`src/rtl/ps2_receiver_if.sv`:
```
`default_nettype none
// ============================================================================
//  Module      : ps2_receiver_if
//  Description : Signal bundle between the PS/2 receiver and its environment
//                (the PS/2 device lines plus the interrupt scheduler's read
//                strobe and the receiver's FIFO status/data/error outputs).
//  Ports       : ps2i_clk, ps2i_data  - raw PS/2 lines from the device
//                ps2i_rdn             - active-low read strobe (scheduler)
//                ps2o_data_ready      - FIFO non-empty
//                ps2o_scan_code[7:0]  - FIFO head, 0 when empty
//                ps2o_err             - one-cycle error pulse
//                ps2o_overflow        - one-cycle dropped-byte pulse
//  Modports    : master - device/scheduler side (drives the ps2i_* lines)
//                slave  - receiver side (drives the ps2o_* lines)
//  Revision    : 1.0 - initial release
// ============================================================================
interface ps2_receiver_if;
    logic       ps2i_clk;
    logic       ps2i_data;
    logic       ps2i_rdn;
    logic       ps2o_data_ready;
    logic [7:0] ps2o_scan_code;
    logic       ps2o_err;
    logic       ps2o_overflow;

    modport master (
        output ps2i_clk,
        output ps2i_data,
        output ps2i_rdn,
        input  ps2o_data_ready,
        input  ps2o_scan_code,
        input  ps2o_err,
        input  ps2o_overflow
    );

    modport slave (
        input  ps2i_clk,
        input  ps2i_data,
        input  ps2i_rdn,
        output ps2o_data_ready,
        output ps2o_scan_code,
        output ps2o_err,
        output ps2o_overflow
    );
endinterface
`default_nettype wire

```
`src/rtl/ps2_receiver.sv`:
```
`default_nettype none
// ============================================================================
//  Module      : ps2_receiver
//  Description : PS/2 keyboard receiver. Synchronizes the raw PS/2 clock and
//                data lines, deserializes 11-bit frames (start, 8 data LSB
//                first, odd parity, stop) on PS/2 clock falling edges, and
//                buffers valid scan codes in a small circular FIFO that the
//                interrupt scheduler drains with an active-low read strobe.
//  Ports       : schi_clk  - system clock
//                schi_rst  - asynchronous active-low reset
//                bus       - ps2_receiver_if.slave (PS/2 lines, read strobe,
//                            data_ready / scan_code / err / overflow)
//  Parameters  : FIFO_DEPTH     - scan-code buffer entries (power of 2, >= 2)
//                TIMEOUT_CYCLES - schi_clk cycles allowed between PS/2 clock
//                                 falling edges inside a frame
//  Options     : PS2_BREAK_FILTER_EN - when defined, 0xF0 and the byte that
//                follows it are swallowed so only make codes are buffered
//  Revision    : 1.0 - initial release
// ============================================================================
module ps2_receiver #(
    parameter int FIFO_DEPTH     = 4,
    parameter int TIMEOUT_CYCLES = 50000
) (
    input  wire logic         schi_clk,
    input  wire logic         schi_rst,
    ps2_receiver_if.slave     bus
);

    localparam int PTR_W = (FIFO_DEPTH > 1) ? $clog2(FIFO_DEPTH) : 1;
    localparam int CNT_W = PTR_W + 1;
    localparam int TMO_W = $clog2(TIMEOUT_CYCLES + 1);

    localparam logic [CNT_W-1:0] FULL_COUNT = CNT_W'(FIFO_DEPTH);
    localparam logic [TMO_W-1:0] TMO_LIMIT  = TMO_W'(TIMEOUT_CYCLES);

    typedef enum logic [1:0] {
        ST_IDLE   = 2'd0,
        ST_DATA   = 2'd1,
        ST_PARITY = 2'd2,
        ST_STOP   = 2'd3
    } state_t;

    // Synchronizers and edge detector
    logic clk_s1_q,  clk_s1_d;
    logic clk_s2_q,  clk_s2_d;
    logic clk_prev_q, clk_prev_d;
    logic data_s1_q, data_s1_d;
    logic data_s2_q, data_s2_d;

    // Frame FSM
    state_t           state_q,  state_d;
    logic [7:0]       shreg_q,  shreg_d;
    logic [2:0]       bitcnt_q, bitcnt_d;
    logic             parity_q, parity_d;
    logic [TMO_W-1:0] tmo_q,    tmo_d;
    logic             err_q,    err_d;
`ifdef PS2_BREAK_FILTER_EN
    logic             drop_next_q, drop_next_d;
`endif

    // FIFO
    logic [PTR_W-1:0] rd_ptr_q,   rd_ptr_d;
    logic [PTR_W-1:0] wr_ptr_q,   wr_ptr_d;
    logic [CNT_W-1:0] count_q,    count_d;
    logic [7:0]       mem_q [FIFO_DEPTH];
    logic [7:0]       mem_d [FIFO_DEPTH];
    logic             rdn_prev_q, rdn_prev_d;
    logic             overflow_q, overflow_d;

    logic fe;
    logic pop;
    logic push_req;
    logic do_push;
    logic frame_ok;

    always_comb begin
        clk_s1_d   = bus.ps2i_clk;
        clk_s2_d   = clk_s1_q;
        clk_prev_d = clk_s2_q;
        data_s1_d  = bus.ps2i_data;
        data_s2_d  = data_s1_q;
        rdn_prev_d = bus.ps2i_rdn;

        fe  = clk_prev_q && !clk_s2_q;
        // Pop on the first low sample of the read strobe, only if non-empty.
        pop = rdn_prev_q && !bus.ps2i_rdn && (count_q != '0);

        state_d  = state_q;
        shreg_d  = shreg_q;
        bitcnt_d = bitcnt_q;
        parity_d = parity_q;
        err_d    = 1'b0;
        push_req = 1'b0;
        frame_ok = 1'b0;
`ifdef PS2_BREAK_FILTER_EN
        drop_next_d = drop_next_q;
`endif

        // Watchdog restarts on every PS/2 clock edge and is idle between frames.
        tmo_d = (state_q == ST_IDLE || fe) ? '0 : tmo_q + TMO_W'(1);

        if (state_q != ST_IDLE && tmo_q == TMO_LIMIT) begin
            // Device stalled mid-frame: abandon the partial byte.
            state_d  = ST_IDLE;
            shreg_d  = '0;
            bitcnt_d = '0;
            tmo_d    = '0;
            err_d    = 1'b1;
        end else if (fe) begin
            unique case (state_q)
                ST_IDLE: begin
                    if (!data_s2_q) begin
                        state_d  = ST_DATA;
                        bitcnt_d = '0;
                    end else begin
                        err_d = 1'b1;
                    end
                end
                ST_DATA: begin
                    shreg_d  = {data_s2_q, shreg_q[7:1]};
                    bitcnt_d = bitcnt_q + 3'd1;
                    if (bitcnt_q == 3'd7) begin
                        state_d = ST_PARITY;
                    end
                end
                ST_PARITY: begin
                    parity_d = data_s2_q;
                    state_d  = ST_STOP;
                end
                ST_STOP: begin
                    state_d  = ST_IDLE;
                    frame_ok = data_s2_q && (^{shreg_q, parity_q});
                    if (frame_ok) begin
`ifdef PS2_BREAK_FILTER_EN
                        // Swallow the break prefix and the key code after it.
                        if (drop_next_q) begin
                            drop_next_d = 1'b0;
                        end else if (shreg_q == 8'hF0) begin
                            drop_next_d = 1'b1;
                        end else begin
                            push_req = 1'b1;
                        end
`else
                        push_req = 1'b1;
`endif
                    end else begin
                        err_d = 1'b1;
                    end
                end
                default: state_d = ST_IDLE;
            endcase
        end

        // A pop in the same cycle frees the slot a full FIFO would lack.
        do_push    = push_req && ((count_q != FULL_COUNT) || pop);
        overflow_d = push_req && !do_push;

        mem_d    = mem_q;
        wr_ptr_d = wr_ptr_q;
        rd_ptr_d = rd_ptr_q;
        if (do_push) begin
            mem_d[wr_ptr_q] = shreg_q;
            wr_ptr_d        = wr_ptr_q + PTR_W'(1);
        end
        if (pop) begin
            rd_ptr_d = rd_ptr_q + PTR_W'(1);
        end
        count_d = count_q + CNT_W'(do_push) - CNT_W'(pop);
    end

    always_ff @(posedge schi_clk or negedge schi_rst) begin
        if (!schi_rst) begin
            clk_s1_q   <= 1'b1;
            clk_s2_q   <= 1'b1;
            clk_prev_q <= 1'b1;
            data_s1_q  <= 1'b1;
            data_s2_q  <= 1'b1;
            rdn_prev_q <= 1'b1;
            state_q    <= ST_IDLE;
            shreg_q    <= '0;
            bitcnt_q   <= '0;
            parity_q   <= 1'b0;
            tmo_q      <= '0;
            err_q      <= 1'b0;
            overflow_q <= 1'b0;
            rd_ptr_q   <= '0;
            wr_ptr_q   <= '0;
            count_q    <= '0;
            for (int i = 0; i < FIFO_DEPTH; i++) begin
                mem_q[i] <= '0;
            end
`ifdef PS2_BREAK_FILTER_EN
            drop_next_q <= 1'b0;
`endif
        end else begin
            clk_s1_q   <= clk_s1_d;
            clk_s2_q   <= clk_s2_d;
            clk_prev_q <= clk_prev_d;
            data_s1_q  <= data_s1_d;
            data_s2_q  <= data_s2_d;
            rdn_prev_q <= rdn_prev_d;
            state_q    <= state_d;
            shreg_q    <= shreg_d;
            bitcnt_q   <= bitcnt_d;
            parity_q   <= parity_d;
            tmo_q      <= tmo_d;
            err_q      <= err_d;
            overflow_q <= overflow_d;
            rd_ptr_q   <= rd_ptr_d;
            wr_ptr_q   <= wr_ptr_d;
            count_q    <= count_d;
            for (int i = 0; i < FIFO_DEPTH; i++) begin
                mem_q[i] <= mem_d[i];
            end
`ifdef PS2_BREAK_FILTER_EN
            drop_next_q <= drop_next_d;
`endif
        end
    end

    assign bus.ps2o_data_ready = (count_q != '0);
    assign bus.ps2o_scan_code  = (count_q != '0) ? mem_q[rd_ptr_q] : 8'h00;
    assign bus.ps2o_err        = err_q;
    assign bus.ps2o_overflow   = overflow_q;

endmodule
`default_nettype wire

```
`src/flat_wrapper.sv`:
```
// flat-port wrapper written by rule: the top's interface ports become plain ports
module ps2_receiver_flat 
#(
    parameter int FIFO_DEPTH     = 4,
    parameter int TIMEOUT_CYCLES = 50000
)
  (schi_clk, schi_rst, bus_ps2i_clk, bus_ps2i_data, bus_ps2i_rdn, bus_ps2o_data_ready, bus_ps2o_scan_code, bus_ps2o_err, bus_ps2o_overflow);
  ps2_receiver_if bus_i ();
  input  wire logic schi_clk;
  input  wire logic schi_rst;
  input wire logic [$bits(bus_i.ps2i_clk)-1:0] bus_ps2i_clk;
  input wire logic [$bits(bus_i.ps2i_data)-1:0] bus_ps2i_data;
  input wire logic [$bits(bus_i.ps2i_rdn)-1:0] bus_ps2i_rdn;
  output wire logic [$bits(bus_i.ps2o_data_ready)-1:0] bus_ps2o_data_ready;
  output wire logic [$bits(bus_i.ps2o_scan_code)-1:0] bus_ps2o_scan_code;
  output wire logic [$bits(bus_i.ps2o_err)-1:0] bus_ps2o_err;
  output wire logic [$bits(bus_i.ps2o_overflow)-1:0] bus_ps2o_overflow;
  assign bus_i.ps2i_clk = bus_ps2i_clk;
  assign bus_i.ps2i_data = bus_ps2i_data;
  assign bus_i.ps2i_rdn = bus_ps2i_rdn;
  assign bus_ps2o_data_ready = bus_i.ps2o_data_ready;
  assign bus_ps2o_scan_code = bus_i.ps2o_scan_code;
  assign bus_ps2o_err = bus_i.ps2o_err;
  assign bus_ps2o_overflow = bus_i.ps2o_overflow;
  ps2_receiver #(.FIFO_DEPTH(FIFO_DEPTH), .TIMEOUT_CYCLES(TIMEOUT_CYCLES)) u_core (.schi_clk(schi_clk), .schi_rst(schi_rst), .bus(bus_i));
endmodule
```
`config.mk`:
```
export PLATFORM = sky130hd
export DESIGN_NAME = ps2_receiver_flat
export DESIGN_NICKNAME = d
export VERILOG_FILES = /design/src/rtl/ps2_receiver_if.sv /design/src/rtl/ps2_receiver.sv /design/src/flat_wrapper.sv
export SDC_FILE = /design/constraint.sdc
export NUM_CORES = 1
export LEC_CHECK = 0
export BUFFER_PORTS_ARGS = -buffer_cell sky130_fd_sc_hd__buf_2
export CAP_MARGIN = 20
export CELL_PAD_IN_SITES_DETAIL_PLACEMENT = 0
export CELL_PAD_IN_SITES_GLOBAL_PLACEMENT = 1
export CORE_MARGIN = 2
export CORE_UTILIZATION = 46
export CTS_CLUSTER_DIAMETER = 200
export DETAILED_ROUTE_END_ITERATION = 7
export GPL_ROUTABILITY_DRIVEN = 0
export PLACE_DENSITY = 0.75
export SYNTH_ARGS = -nofsm -noshare
export SYNTH_HDL_FRONTEND = slang
export SYNTH_SLANG_ARGS = --single-unit
```
`constraint.sdc`:
```
create_clock -name schi_clk -period 2.95 [get_ports schi_clk]
set_clock_uncertainty 0.2 [all_clocks]
set_input_delay 0.295 -clock schi_clk [delete_from_list [all_inputs] [get_ports schi_clk]]
set_output_delay 0.295 -clock schi_clk [all_outputs]
set_load 0.01 [all_outputs]
```
# Word-level counts from Yosys, hierarchy flattened
# Cells that the tools add are included.
[totals]
reg_bits = 77
latchBits = 0
ramBits = 0
romBits = 0
input_bits = 5
output_inout_bits = 11
elab_cells = 94
mem_count = 0
[classes]
addsub = 6
multipliers = 0
n_div = 0
order_cmp = 3
n_eq_ne = 8
n_shift = 0
n_mux = 30
n_bitwise = 3
n_reduce_logical = 24
[op_table]
columns = ["cell", "count"]
rows = [
  ["2-to-1 mux 8 bit", 7],
  ["bitwise mux 32 bit", 1],
  ["2-to-1 mux 16 bit", 2],
  ["adder 16 x 1 -> 16 bit (second input constant)", 1],
  ["binary-select mux 8 bit (select 2 bit)", 1],
  ["demux 8 bit (select 2 bit)", 1],
  ["equality test 16 bit (second input constant)", 1],
  ["2-to-1 mux 3 bit", 3],
  ["AND reduction 3 bit", 3],
  ["parity 9 bit", 1],
  ["logical AND 1 bit", 8],
  ["2-to-1 mux 1 bit", 8],
  ["2-to-1 mux 2 bit", 4],
  ["one-hot mux 2 bit (4 select lines)", 1],
  ["greater-or-equal comparator 3 bit (second input constant)", 2],
  ["inequality test 3 bit (second input constant)", 2],
  ["inverter 2 -> 3 bit", 2],
  ["one-hot mux 3 bit (2 select lines)", 1],
  ["nonzero test 2 bit", 3],
  ["nonzero test 3 bit", 2],
  ["adder 2 x 1 -> 2 bit (second input constant)", 2],
  ["equality test 2 bit (second input constant)", 2],
  ["adder 3 x 1 -> 3 bit", 1],
  ["adder 3 x 1 -> 3 bit (second input constant)", 1],
  ["11 further kinds", 14],
]

# Logic depth before layout (Yosys ltp)
# Gate-level depths: netlist of run 1.
[depth]
word_depth = 9
mapped_depth = 13
mapped_depth_nobuf = 11

# Worst setup path before layout of run 1
# No wires, ideal clock.
[synth_timing]
kind = "reg2reg"
from = "register u_core.tmo_q[0]"
to = "register u_core.count_q[1]"
setup_ns = 0.064
t_arrival_ns = 2.855
required_ns = 2.686
setup_slack_ns = -0.169
stages_incl_launch_ff = 12
path_buffers = 1
period_less_slack_ns = 3.119
path_cell_list = "dfrtp_1 -> inv_1 -> ha_1 -> or4b_1 -> or4_1 -> buf_2 -> o2111ai_4 -> nand2_2 -> ha_1 -> inv_1 -> fa_1 -> inv_1"
[synth_via]
elab_chain_len = 6
[synth_lines]
columns = ["item", "line_no", "rtl"]
rows = [
  ["start, declared", "ps2_receiver.sv:55", "logic [TMO_W-1:0] tmo_q, tmo_d;"],
  ["start signal, assigned", "ps2_receiver.sv:206", "tmo_q <= tmo_d;"],
  ["equality test 16 bit", "ps2_receiver.sv:102", "if (state_q != ST_IDLE && tmo_q == TMO_LIMIT) begin"],
  ["logical AND 1 bit", "ps2_receiver.sv:102", ""],
  ["2-to-1 mux 1 bit", "ps2_receiver.sv:102", ""],
  ["logical AND 1 bit", "ps2_receiver.sv:155", "do_push = push_req && ((count_q != FULL_COUNT) || pop);"],
  ["via u_core.do_push", "ps2_receiver.sv:73", "logic do_push;"],
  ["adder 3 x 1 -> 3 bit", "ps2_receiver.sv:168", "count_d = count_q + CNT_W'(do_push) - CNT_W'(pop);"],
  ["subtractor 3 x 1 -> 3 bit", "ps2_receiver.sv:168", ""],
  ["via u_core.count_d[1]", "ps2_receiver.sv:64", "logic [CNT_W-1:0] count_q, count_d;"],
  ["end signal, assigned", "ps2_receiver.sv:211", "count_q <= count_d;"],
  ["end, declared", "ps2_receiver.sv:64", ""],
]
# The timed path passes the listed nets, and every way through them passes these cells.
# A chain may end at the register's enable or synchronous reset.

# Worst setup path after layout of run 1
[layout_timing]
from = "register u_core.tmo_q[13]"
to = "register u_core.count_q[2]"
# Same word-level chain as after synthesis.

==> key figures, run 1 <==
Outcome
  – Status: finished clean

Min path
  – Worst Hold Class: reg2reg

Pwr
  – Total power per unit cell area: 821.0 nW/um2
  – Peak supply drop: 400.3 uV
  – Final total power: 0.003756 W
  – P_leak: 2.182 nW

Drt
  – DR iter-0 viols: 71
  – DR DRC count: 0
  – Routed wire length per instance: 15.55 um
  – Final ANT Viol Nets: 0
  – Routed vias/inst: 5.148
  – DRT Pass-1 Iters: 4
  – Routed wire length: 7.167 mm
  – Via count: 2,373

Synth
  – Cell count after synthesis: 306
  – Synthesized cell area: 3907 um2
  – Post-synth top cells: 71 x dfrtp_1, 32 x mux2_4, 32 x nor2_1, 16 x inv_1, 14 x ha_1
  – Most used DFF post-synth: dfrtp_1
  – Post-synth ARST share: 100.0%
  – #FFs+latches synth: 77
  – Post-synthesis cell type count: 44
  – Synth top area share: 45.47%
  – Avg Synthesized Cell Area: 12.77 um2
  – Synth warn: 0
  – Post-synth EDFFs: 0
  – Top post-synthesis cells by area: dfrtp_1 45%, mux2_4 12%, mux4_2 4.6%
  – Cell with the most instances after synthesis: dfrtp_1
  – Post-Syn Nets: 326
  – Largest area contributor in the netlist: dfrtp_1
  – Sequential area share after synthesis: 49.50%

Clocking
  – CTS root buf: clkbuf_8
  – Clock transition at path regs: 80 ps
  – Clock buffer depth: 2
  – Cts bufs inserted: 9
  – CTS sink count: 77
  – CTS tree: done
  – H-tree depth: 3
  – Clk_lat worst skew: 360 ps

Finish
  – Share of cells above drive strength 1: 34.27%
  – ANT cells: 0
  – Area grow syn2layout: 17.10%
  – Nets: 371

Placement
  – Post-place setup slack: 20.01 ps
  – Port Buffers: 15
  – Hpwl dp: 4.924 mm

Timing
  – RSZ-0062 raised after global routing: true
  – Tmin final: 2896 ps
  – Final Setup Violations: 0
  – Final period util: 98.15%
  – Worst Tran Pin Value: 958.4 ps
  – Setup TNS: 0 ps
  – Slew HR: 36.11%
  – Final Hold Fails: 0
  – Fmax: 0.3454 GHz
  – Slew Viols, Final: 0
  – Setup ws final: 54.48 ps

Critical path
  – CP cell instances: or4b_4, or4_4, o2111ai_4, nand2_4, ha_4, inv_2, fa_2, xnor2_2, xnor2_1
  – Critical path required time: 3020 ps
  – Largest delay share family, worst path: simple AND/OR/NAND/NOR gates
  – Critical path launch point type: flop
  – Critical path buffers and inverters: 1
  – Worst Path Arrival: 2960 ps
  – CP max stage delay: 590 ps
  – CP endpoint kind: flop
  – Crit Path Max Fanout: 3
  – Critical Setup Path Class: reg2reg
  – Slowest CP cell: or4_4

Floorplan
  – Initial Util: 47.56%
  – Die area: 9248 um2
  – Row cnt: 33
  – Num ports: 16
  – Die height: 96.17 um
  – Core Area: 8217 um2
  – Die width: 96.17 um

Job
  – Maxcap violations: 0

Global routing
  – Largest net degree at the start of global routing: 78
  – First-pass GRT wire length: 12.23 mm
  – Vias in the first global route: 2,452
  – Total GRT Usage: 17.81%
  – Grt ovf: 0
  – Initial antenna violation count: 0
registers in the layout, summed over array words and instances (netlist names):
signal and flops:
u_core.mem_q 32, u_core.tmo_q 16, u_core.shreg_q 8, u_core.bitcnt_q 3
u_core.count_q 3, u_core.rd_ptr_q 2, u_core.state_q 2, u_core.wr_ptr_q 2
u_core.bus.ps2o_err 1, u_core.bus.ps2o_overflow 1, u_core.clk_prev_d 1, u_core.clk_prev_q 1
u_core.clk_s1_q 1, u_core.data_s1_q 1, u_core.data_s2_q 1, u_core.parity_q 1
u_core.rdn_prev_q 1
cell usage in the layout, fill, tap and decap left out, types with 2 or more instances in the layout:
cell           netlist  layout
a21boi_4             4       4
and3_1               4       4
dlygate4sd3_1        0       4
nor2b_1             10      10
dfstp_2              6       6
buf_2                2      14
mux4_2               8       8
nand2_1             11      11
buf_4                0      26
clkbuf_8             0       9
mux2_4              32      32
ha_1                14      13
o21ai_0              6       6
or2_2                2       2
bufinv_16            0       2
nor3_1               3       3
mux2i_1              8       8
nand2b_1             2       2
or4_4                0       2
or4b_4               0       2
a21oi_1              6       6
clkinvlp_4           0       2
nand3_1             11      11
dfrtp_1             71      71
nand3b_1             2       2
nor2_1              32      32
inv_1               16      15
xor2_1              11      11
xnor2_1             12      11
repair_timing:
item	CTS	global route
hold endpoints to repair	74	0
gates cloned	0	0
endpoints found under the setup margin	1	22
pin swaps	0	1
setup buffers	0	0
hold buffers	4	0
gates resized for setup	1	5
final timing paths:
path | startpoint | endpoint | slack [ps] | depth (start not counted)
worst max-delay path | u_core.tmo_q[13] | u_core.count_q[2] | 50 | 9
worst min-delay path | u_core.data_s1_q | u_core.data_s2_q | 160 | 0
worst max register to register | u_core.tmo_q[13] | u_core.count_q[2] | 50 | 9
worst min register to register | u_core.data_s1_q | u_core.data_s2_q | 160 | 0
max in group asynchronous | schi_rst | u_core.bus.ps2o_err | 1500 | 2
min in group asynchronous | schi_rst | u_core.mem_q[24] | 420 | 2
kinds of logic after synthesis:
| group | count (synthesis) | synth area share (%) |
|---|---|---|
| flip-flops | 77 | 49.50 |
| AND/OR/NAND/NOR | 90 | 11.82 |
| AO/OA/AOI/OAI | 24 | 5.572 |
| multiplexers | 49 | 19.24 |
| XOR/XNOR | 25 | 6.308 |
| adder cells (fa/ha/maj) | 15 | 4.995 |
| buffers and inverters | 26 | 2.562 |
per-stage QoR:
step / area [um2] / hold slack [ps] / util (%) / instances
6_report: 4576 / 163.7 / 55.69 / 461
4_1_cts: 4551 / 166.9 / 55.38 / 461
3_5_place_dp: 4285 / 152.7 / 52.15 / 441
2_1_floorplan: 3943 / -200.6 / - / 306
3_3_place_gp: 4285 / 147.3 / 52.15 / 441
5_1_grt: 4576 / 169.7 / 55.69 / 461
area by class of cell:
type	count	area, um2
inverters	16	60.06
clock buffers	9	123.9
well taps	105	131.4
fillers	690	3641
multi-input cells	203	1923
clock inverters	7	97.59
repair buffers	44	305.3
flip-flops and latches	77	1934
per-layer routing:
metal	vias up	track usage (%)	share of wire [%]
met5	-	0	0
met4	0	6.429	0.89
met3	6	3.759	2.5
met2	23	28.47	47
met1	1190	23.99	49
li1	1154	-	-
where the power goes:
| part | internal [W] | switching, W | total (W) | leakage [nW] |
|---|---|---|---|---|
| registers | 0.00127 | 0.000227 | 0.00149 | 1.02 |
| logic | 0.000729 | 0.000643 | 0.00137 | 1.06 |
| clock network | 0.000479 | 0.000411 | 0.000890 | 0.106 |
| total | 0.00247 | 0.00128 | 0.00376 | 2.18 |
Note: power is estimated with default switching activity, not from simulation.
==> inputs of run 2 (changes only) <==
--- a/config.mk
+++ b/config.mk
@@ -10,11 +10,11 @@
 export CELL_PAD_IN_SITES_DETAIL_PLACEMENT = 0
 export CELL_PAD_IN_SITES_GLOBAL_PLACEMENT = 1
 export CORE_MARGIN = 2
-export CORE_UTILIZATION = 46
+export CORE_UTILIZATION = 51
 export CTS_CLUSTER_DIAMETER = 200
 export DETAILED_ROUTE_END_ITERATION = 7
 export GPL_ROUTABILITY_DRIVEN = 0
-export PLACE_DENSITY = 0.75
+export PLACE_DENSITY = 0.78
 export SYNTH_ARGS = -nofsm -noshare
 export SYNTH_HDL_FRONTEND = slang
 export SYNTH_SLANG_ARGS = --single-unit
==> constraint.sdc (replaced) <==
create_clock -name schi_clk -period 3.3 [get_ports schi_clk]
set_clock_uncertainty 0.2 [all_clocks]
set_input_delay 0.33 -clock schi_clk [delete_from_list [all_inputs] [get_ports schi_clk]]
set_output_delay 0.33 -clock schi_clk [all_outputs]
set_load 0.01 [all_outputs]
==> key figures, run 2 (synthesis results as in run 1) <==
Drt
  – Routed vias/inst: 5.227 (+1.5%)
  – DR top layer: met4
  – DRT Pass-1 Iters: 4 (unchanged)
  – Wire length on met3: 200 um (+12%)
  – DR DRC count: 0 (unchanged)
  – Metal2 WL: 3.275 mm (-3.3%)
  – M1 WL: 3.155 mm (-11%)
  – Routed wire length: 6.693 mm (-6.6%)
  – Routed wire length per instance: 15.32 um (-1.5%)
  – DR iter-0 viols: 87 (+23%)
  – Final ANT Viol Nets: 0 (unchanged)
  – Via count: 2,284 (-3.8%)

Clocking
  – CTS sink count: 77 (unchanged)
  – Clock transition at path regs: 70 ps (about the same)
  – CTS tree: done
  – Cts bufs inserted: 9 (unchanged)
  – H-tree depth: 3 (unchanged)
  – Clk_lat worst skew: 340 ps (-20 ps)
  – Clock buffer depth: 2 (unchanged)
  – CTS root buf: clkbuf_8

Outcome
  – Status: finished clean

Global routing
  – First-pass GRT wire length: 11.95 mm (-2.3%)
  – Total GRT Usage: 18.31% (+0.50 points)
  – Grt ovf: 0 (unchanged)
  – Largest net degree at the start of global routing: 78 (unchanged)
  – Vias in the first global route: 2,407 (-1.8%)
  – Initial antenna violation count: 0 (unchanged)

Finish
  – Layout Utilization: 59.40% (+3.7 points)
  – Share of cells above drive strength 1: 27.22% (-7.1 points)
  – Final Cell Area: 4354 um2 (-4.8%)
  – Max FFs per register: 32 (unchanged)
  – Layout Cells excl Fill: 437 (-5.2%)
  – Largest reg by FF count: u_core.mem_q
  – ANT cells: 0 (unchanged)
  – Most frequent cells in the layout: 71 x dfrtp_1, 32 x nor2_1, 32 x mux2_4
  – Area grow syn2layout: 11.43%
  – Most common cell after layout, fill and taps aside: dfrtp_1
  – Nets: 353 (-4.9%)
  – Biggest regs: u_core.mem_q x32, u_core.tmo_q x16, u_core.shreg_q x8

Placement
  – Hpwl dp: 4.522 mm (-8.2%)
  – Port Buffers: 15 (unchanged)
  – Post-DP Area: 4121 um2 (-3.8%)
  – Post-place setup slack: 226.3 ps (+206.3 ps)
  – Placed Cells: 417 (-5.4%)

Critical path
  – Slowest CP cell: or4_1
  – CP endpoint kind: flop
  – Critical path launch point type: flop
  – CP cell instances: inv_1, ha_1, or4b_1, or4_1, o2111ai_4, nand2_2, ha_1, inv_1, fa_1, inv_1
  – CP max stage delay: 600 ps (about the same)
  – Crit Path Max Fanout: 4 (+1)
  – Critical Setup Path Class: reg2reg
  – CP most frequent cell: inv_1
  – Largest delay share family, worst path: simple AND/OR/NAND/NOR gates
  – Critical path buffers and inverters: 3 (+2)
  – Worst Path Arrival: 3140 ps (+180 ps)
  – Critical path required time: 3380 ps (+360 ps)

Floorplan
  – Num ports: 16 (unchanged)
  – Initial Util: 53.30% (+5.7 points)
  – Die height: 91.53 um (-4.8%)
  – Row cnt: 31 (-6.1%)
  – Core Area: 7331 um2 (-11%)
  – Die width: 91.53 um (-4.8%)
  – Die area: 8378 um2 (-9.4%)

Timing
  – Slew Viols, Final: 0 (unchanged)
  – Fmax: 0.3259 GHz (-5.6%)
  – Final Setup Violations: 0 (unchanged)
  – Setup ws final: 231.8 ps (+177.3 ps)
  – Final period util: 92.98% (-5.2 points)
  – Setup TNS: 0 ps (unchanged)
  – Final Hold Fails: 0 (unchanged)
  – RSZ-0062 raised after global routing: false
  – Tmin final: 3068 ps (+172.7 ps)
  – Slew HR: 36.62% (+0.52 points)
  – Worst Tran Pin Value: 950.7 ps (-7.730 ps)

Pwr
  – Peak supply drop: 341.0 uV (-15%)
  – Total power per unit cell area: 706.3 nW/um2 (-14%)
  – P_leak: 2.067 nW (-5.3%)

Job
  – Maxcap violations: 0 (unchanged)

Min path
  – Worst Hold Class: reg2reg
-- run 2: cell types whose count changed in the layout (fill, tap and decap cells not counted), sizes merged --
cell | previous run | this run
buf | 40 | 22
bufinv | 2 | 1
clkbuf | 9 | 12
clkinvlp | 2 | 1
inv | 17 | 16
-- run 2: path summary, 6_finish.rpt --
path | start | end | slack, ps | depth (start not counted)
setup / recovery | u_core.tmo_q[1] | u_core.count_q[1] | 230 | 10
hold / removal | u_core.clk_s1_q | u_core.clk_prev_d | 160 | 0
setup reg to reg | u_core.tmo_q[1] | u_core.count_q[1] | 230 | 10
hold reg to reg | u_core.clk_s1_q | u_core.clk_prev_d | 160 | 0
max in group asynchronous | schi_rst | u_core.mem_q[24] | 1800 | 2
min in group asynchronous | schi_rst | u_core.mem_q[22] | 480 | 2
-- run 2: timing repair --
item	in CTS	in global routing
buffers inserted	0	0
gates resized for setup	0	0
endpoints found under the hold margin	74	0
hold buffers	4	0
endpoints found under the setup margin	0	0
-- run 2: where the power goes --
part | total [W] | switching [W] | internal [W] | leakage, nW
combinational | 0.000982 | 0.000457 | 0.000525 | 0.953
sequential | 0.00140 | 0.000267 | 0.00113 | 1.02
clock | 0.000695 | 0.000326 | 0.000368 | 0.0964
-- run 2: stage by stage --
step | hold slack, ps | total power, W
floorplan | -165.6 | 0.002138
detailed placement | 146.8 | 0.002401
CTS | 158.4 | 0.003117
global route | 169.6 | 0.003305
finish | 157.2 | 0.003075
global placement | 145.4 | 0.002379
-- run 2: metal layers --
| layer | track usage (%) | vias up |
|---|---|---|
| met1 | 24.50 | 1140 |
| met2 | 29.90 | 28 |
| li1 | - | 1111 |
| met3 | 5.228 | 5 |
| met5 | 0 | - |
| met4 | 3.788 | 0 |
-- run 2: area by class of cell --
type	count	area (um2)
fillers	599	2977
flip-flops and latches	77	1934
multi-input cells	203	1873
repair buffers	26	170.2
clock buffers	12	145.1
well taps	99	123.9
inverters	16	60.06
clock inverters	4	47.55
==> inputs of run 3 (changes only) <==
--- a/config.mk
+++ b/config.mk
@@ -5,6 +5,7 @@
 export SDC_FILE = /design/constraint.sdc
 export NUM_CORES = 1
 export LEC_CHECK = 0
+export ABC_CLOCK_PERIOD_IN_PS = 3300
 export BUFFER_PORTS_ARGS = -buffer_cell sky130_fd_sc_hd__buf_2
 export CAP_MARGIN = 20
 export CELL_PAD_IN_SITES_DETAIL_PLACEMENT = 0
@@ -15,6 +16,7 @@
 export DETAILED_ROUTE_END_ITERATION = 7
 export GPL_ROUTABILITY_DRIVEN = 0
 export PLACE_DENSITY = 0.78
+export SETUP_SLACK_MARGIN = 0.4
 export SYNTH_ARGS = -nofsm -noshare
 export SYNTH_HDL_FRONTEND = slang
 export SYNTH_SLANG_ARGS = --single-unit
==> key figures, run 3 (synthesis results as in run 1) <==
Outcome
  – Status: finished clean

Min path
  – Worst Hold Class: reg2reg
  – Hold path start: u_core.clk_s1_q
  – Min-Delay Endpoint: u_core.clk_prev_d
  – Hold Path Depth: 0 (unchanged)

Critical path
  – Critical path buffers and inverters: 2 (-1)
  – Critical path required time: 3330 ps (-50 ps)
  – Reg2reg path depth: 7 (-3)
  – Critical path launch point type: flop
  – CP max stage delay: 570 ps (-30 ps)
  – Slowest CP cell: or4_4
  – CP Launch Point: u_core.tmo_q[7]
  – Crit Path Max Fanout: 4 (unchanged)
  – CP cell instances: or4b_4, or4_4, o2111ai_4, buf_4, a21boi_4, buf_4, mux2_4
  – Worst Path Arrival: 2880 ps (-260 ps)
  – CP endpoint kind: flop
  – R2R Path End: u_core.mem_q[30]
  – CP most frequent cell: buf_4
  – Critical Setup Path Class: reg2reg
  – Largest delay share family, worst path: simple AND/OR/NAND/NOR gates
  – Reg-to-Reg Start: u_core.tmo_q[7]
  – Flop2flop setup slack: 460 ps (+230 ps)

Floorplan
  – Num ports: 16 (unchanged)
  – Die height: 91.53 um (unchanged)
  – Core Area: 7331 um2 (unchanged)
  – Initial Util: 53.30% (unchanged)
  – Die area: 8378 um2 (unchanged)
  – Die width: 91.53 um (unchanged)
  – Row cnt: 31 (unchanged)

Drt
  – DRT Pass-1 Iters: 4 (unchanged)
  – Via count: 2,334 (+2.2%)
  – Final ANT Viol Nets: 0 (unchanged)
  – Routed wire length per instance: 15.62 um (+2.0%)
  – DR iter-0 viols: 90 (+3.4%)
  – DR DRC count: 0 (unchanged)
  – Routed vias/inst: 5.210 (-0.32%)
  – Routed wire length: 6.998 mm (+4.6%)

Clocking
  – CTS sink count: 77 (unchanged)
  – H-tree depth: 3 (unchanged)
  – Clk_lat worst skew: 350 ps (about the same)
  – Clock transition at path regs: 80 ps (about the same)
  – CTS root buf: clkbuf_8
  – Clock buffer depth: 2 (unchanged)
  – Cts bufs inserted: 9 (unchanged)
  – CTS tree: done

Placement
  – Port Buffers: 15 (unchanged)
  – Post-DP Area: 4143 um2 (+0.52%)
  – Hpwl dp: 4.717 mm (+4.3%)

Pwr
  – P_leak: 2.138 nW (+3.4%)
  – Peak supply drop: 400.6 uV (+17%)
  – Total power per unit cell area: 705.5 nW/um2 (-0.12%)

Finish
  – Biggest regs: u_core.mem_q x32, u_core.tmo_q x16, u_core.shreg_q x8
  – Share of cells above drive strength 1: 33.52% (+6.3 points)
  – Most common cell after layout, fill and taps aside: dfrtp_1
  – Largest reg by FF count: u_core.mem_q
  – Layout Utilization: 61.85% (+2.5 points)
  – Most frequent cells in the layout: 67 x dfrtp_1, 32 x nor2_1, 32 x mux2_4
  – Max FFs per register: 32 (unchanged)
  – Final Cell Area: 4534 um2 (+4.1%)
  – Area grow syn2layout: 16.04%
  – Nets: 364 (+3.1%)
  – ANT cells: 0 (unchanged)

Timing
  – Final period util: 86.14% (-6.8 points)
  – Slew Viols, Final: 0 (unchanged)
  – RSZ-0062 raised after global routing: true
  – Worst Tran Pin Value: 936.4 ps (-14.30 ps)
  – Final Hold Fails: 0 (unchanged)
  – Tmin final: 2843 ps (-225.6 ps)
  – Slew HR: 37.57% (+0.95 points)
  – Final Setup Violations: 0 (unchanged)
  – Fmax: 0.3518 GHz (+7.9%)
  – WHS: 158.4 ps (+1.237 ps)
  – Setup TNS: 0 ps (unchanged)

Global routing
  – Grt ovf: 0 (unchanged)
  – Vias in the first global route: 2,424 (+0.71%)
  – Largest net degree at the start of global routing: 78 (unchanged)
  – Initial antenna violation count: 0 (unchanged)
  – First-pass GRT wire length: 12.26 mm (+2.6%)
  – Total GRT Usage: 18.86% (+0.55 points)

Job
  – Maxcap violations: 0 (unchanged)
## run 3: layout make-up
class                   instances  area (um2)
fillers                       562        2796
clock inverters                 6       63.81
clock buffers                  10       127.6
well taps                      99       123.9
flip-flops and latches         77        1939
inverters                      16       60.06
multi-input cells             203        1917
repair buffers                 37       302.8
## run 3: through the flow
step	total power, W	cells	setup WS, ps
finish	0.003199	448	457.3
global route	0.003436	448	372.7
CTS	0.003218	445	410.7
detailed placement	0.002423	417	192.5
global placement	0.002399	417	250.8
floorplan	0.002154	306	304.1
## run 3: metal layers
metal,track usage (%),share of wire (%),vias up
li1,-,-,1132
met1,24.64,46,1160
met2,30.70,49,31
met3,5.477,2.9,11
met4,5.303,1.3,0
met5,0,0,-
## run 3: how the worst max path moves through the flow
stage / slack [ps] / depth (start not counted) / to
6_report: 460 / 7 / u_core.mem_q[30]
5_1_grt: 370 / 9 / u_core.count_q[2]
4_1_cts: 410 / 11 / u_core.count_q[2]
3_5_place_dp: 190 / 6 / u_core.mem_q[31]
3_3_place_gp: 250 / 6 / u_core.mem_q[30]
2_1_floorplan: 300 / 10 / u_core.count_q[2]
## run 3: what timing repair did
action / 4_1_cts / 5_1_grt
resized for setup: 5 / 4
buffers inserted: 8 / 3
hold buffers: 4 / 0
pin swaps: 5 / 4
endpoints found under the hold margin: 74 / 0
endpoints found under the setup margin: 34 / 34
## run 3: worst register-to-register path: cells and delay by family (launching register included)
| kind | cells | cell delay, ps |
|---|---|---|
| AOI/OAI and AO/OA | 2 | 330 |
| buffers and inverters | 2 | 380 |
| DFF | 1 | 420 |
| muxes | 1 | 290 |
| and+or+nand+nor | 2 | 1100 |
## run 3: power breakdown
part           total [W]  internal [W]  leakage, nW  switching [W]
registers        0.00138       0.00114         1.01       0.000246
clock network   0.000693      0.000348       0.0923       0.000345
logic            0.00112      0.000611         1.03       0.000513
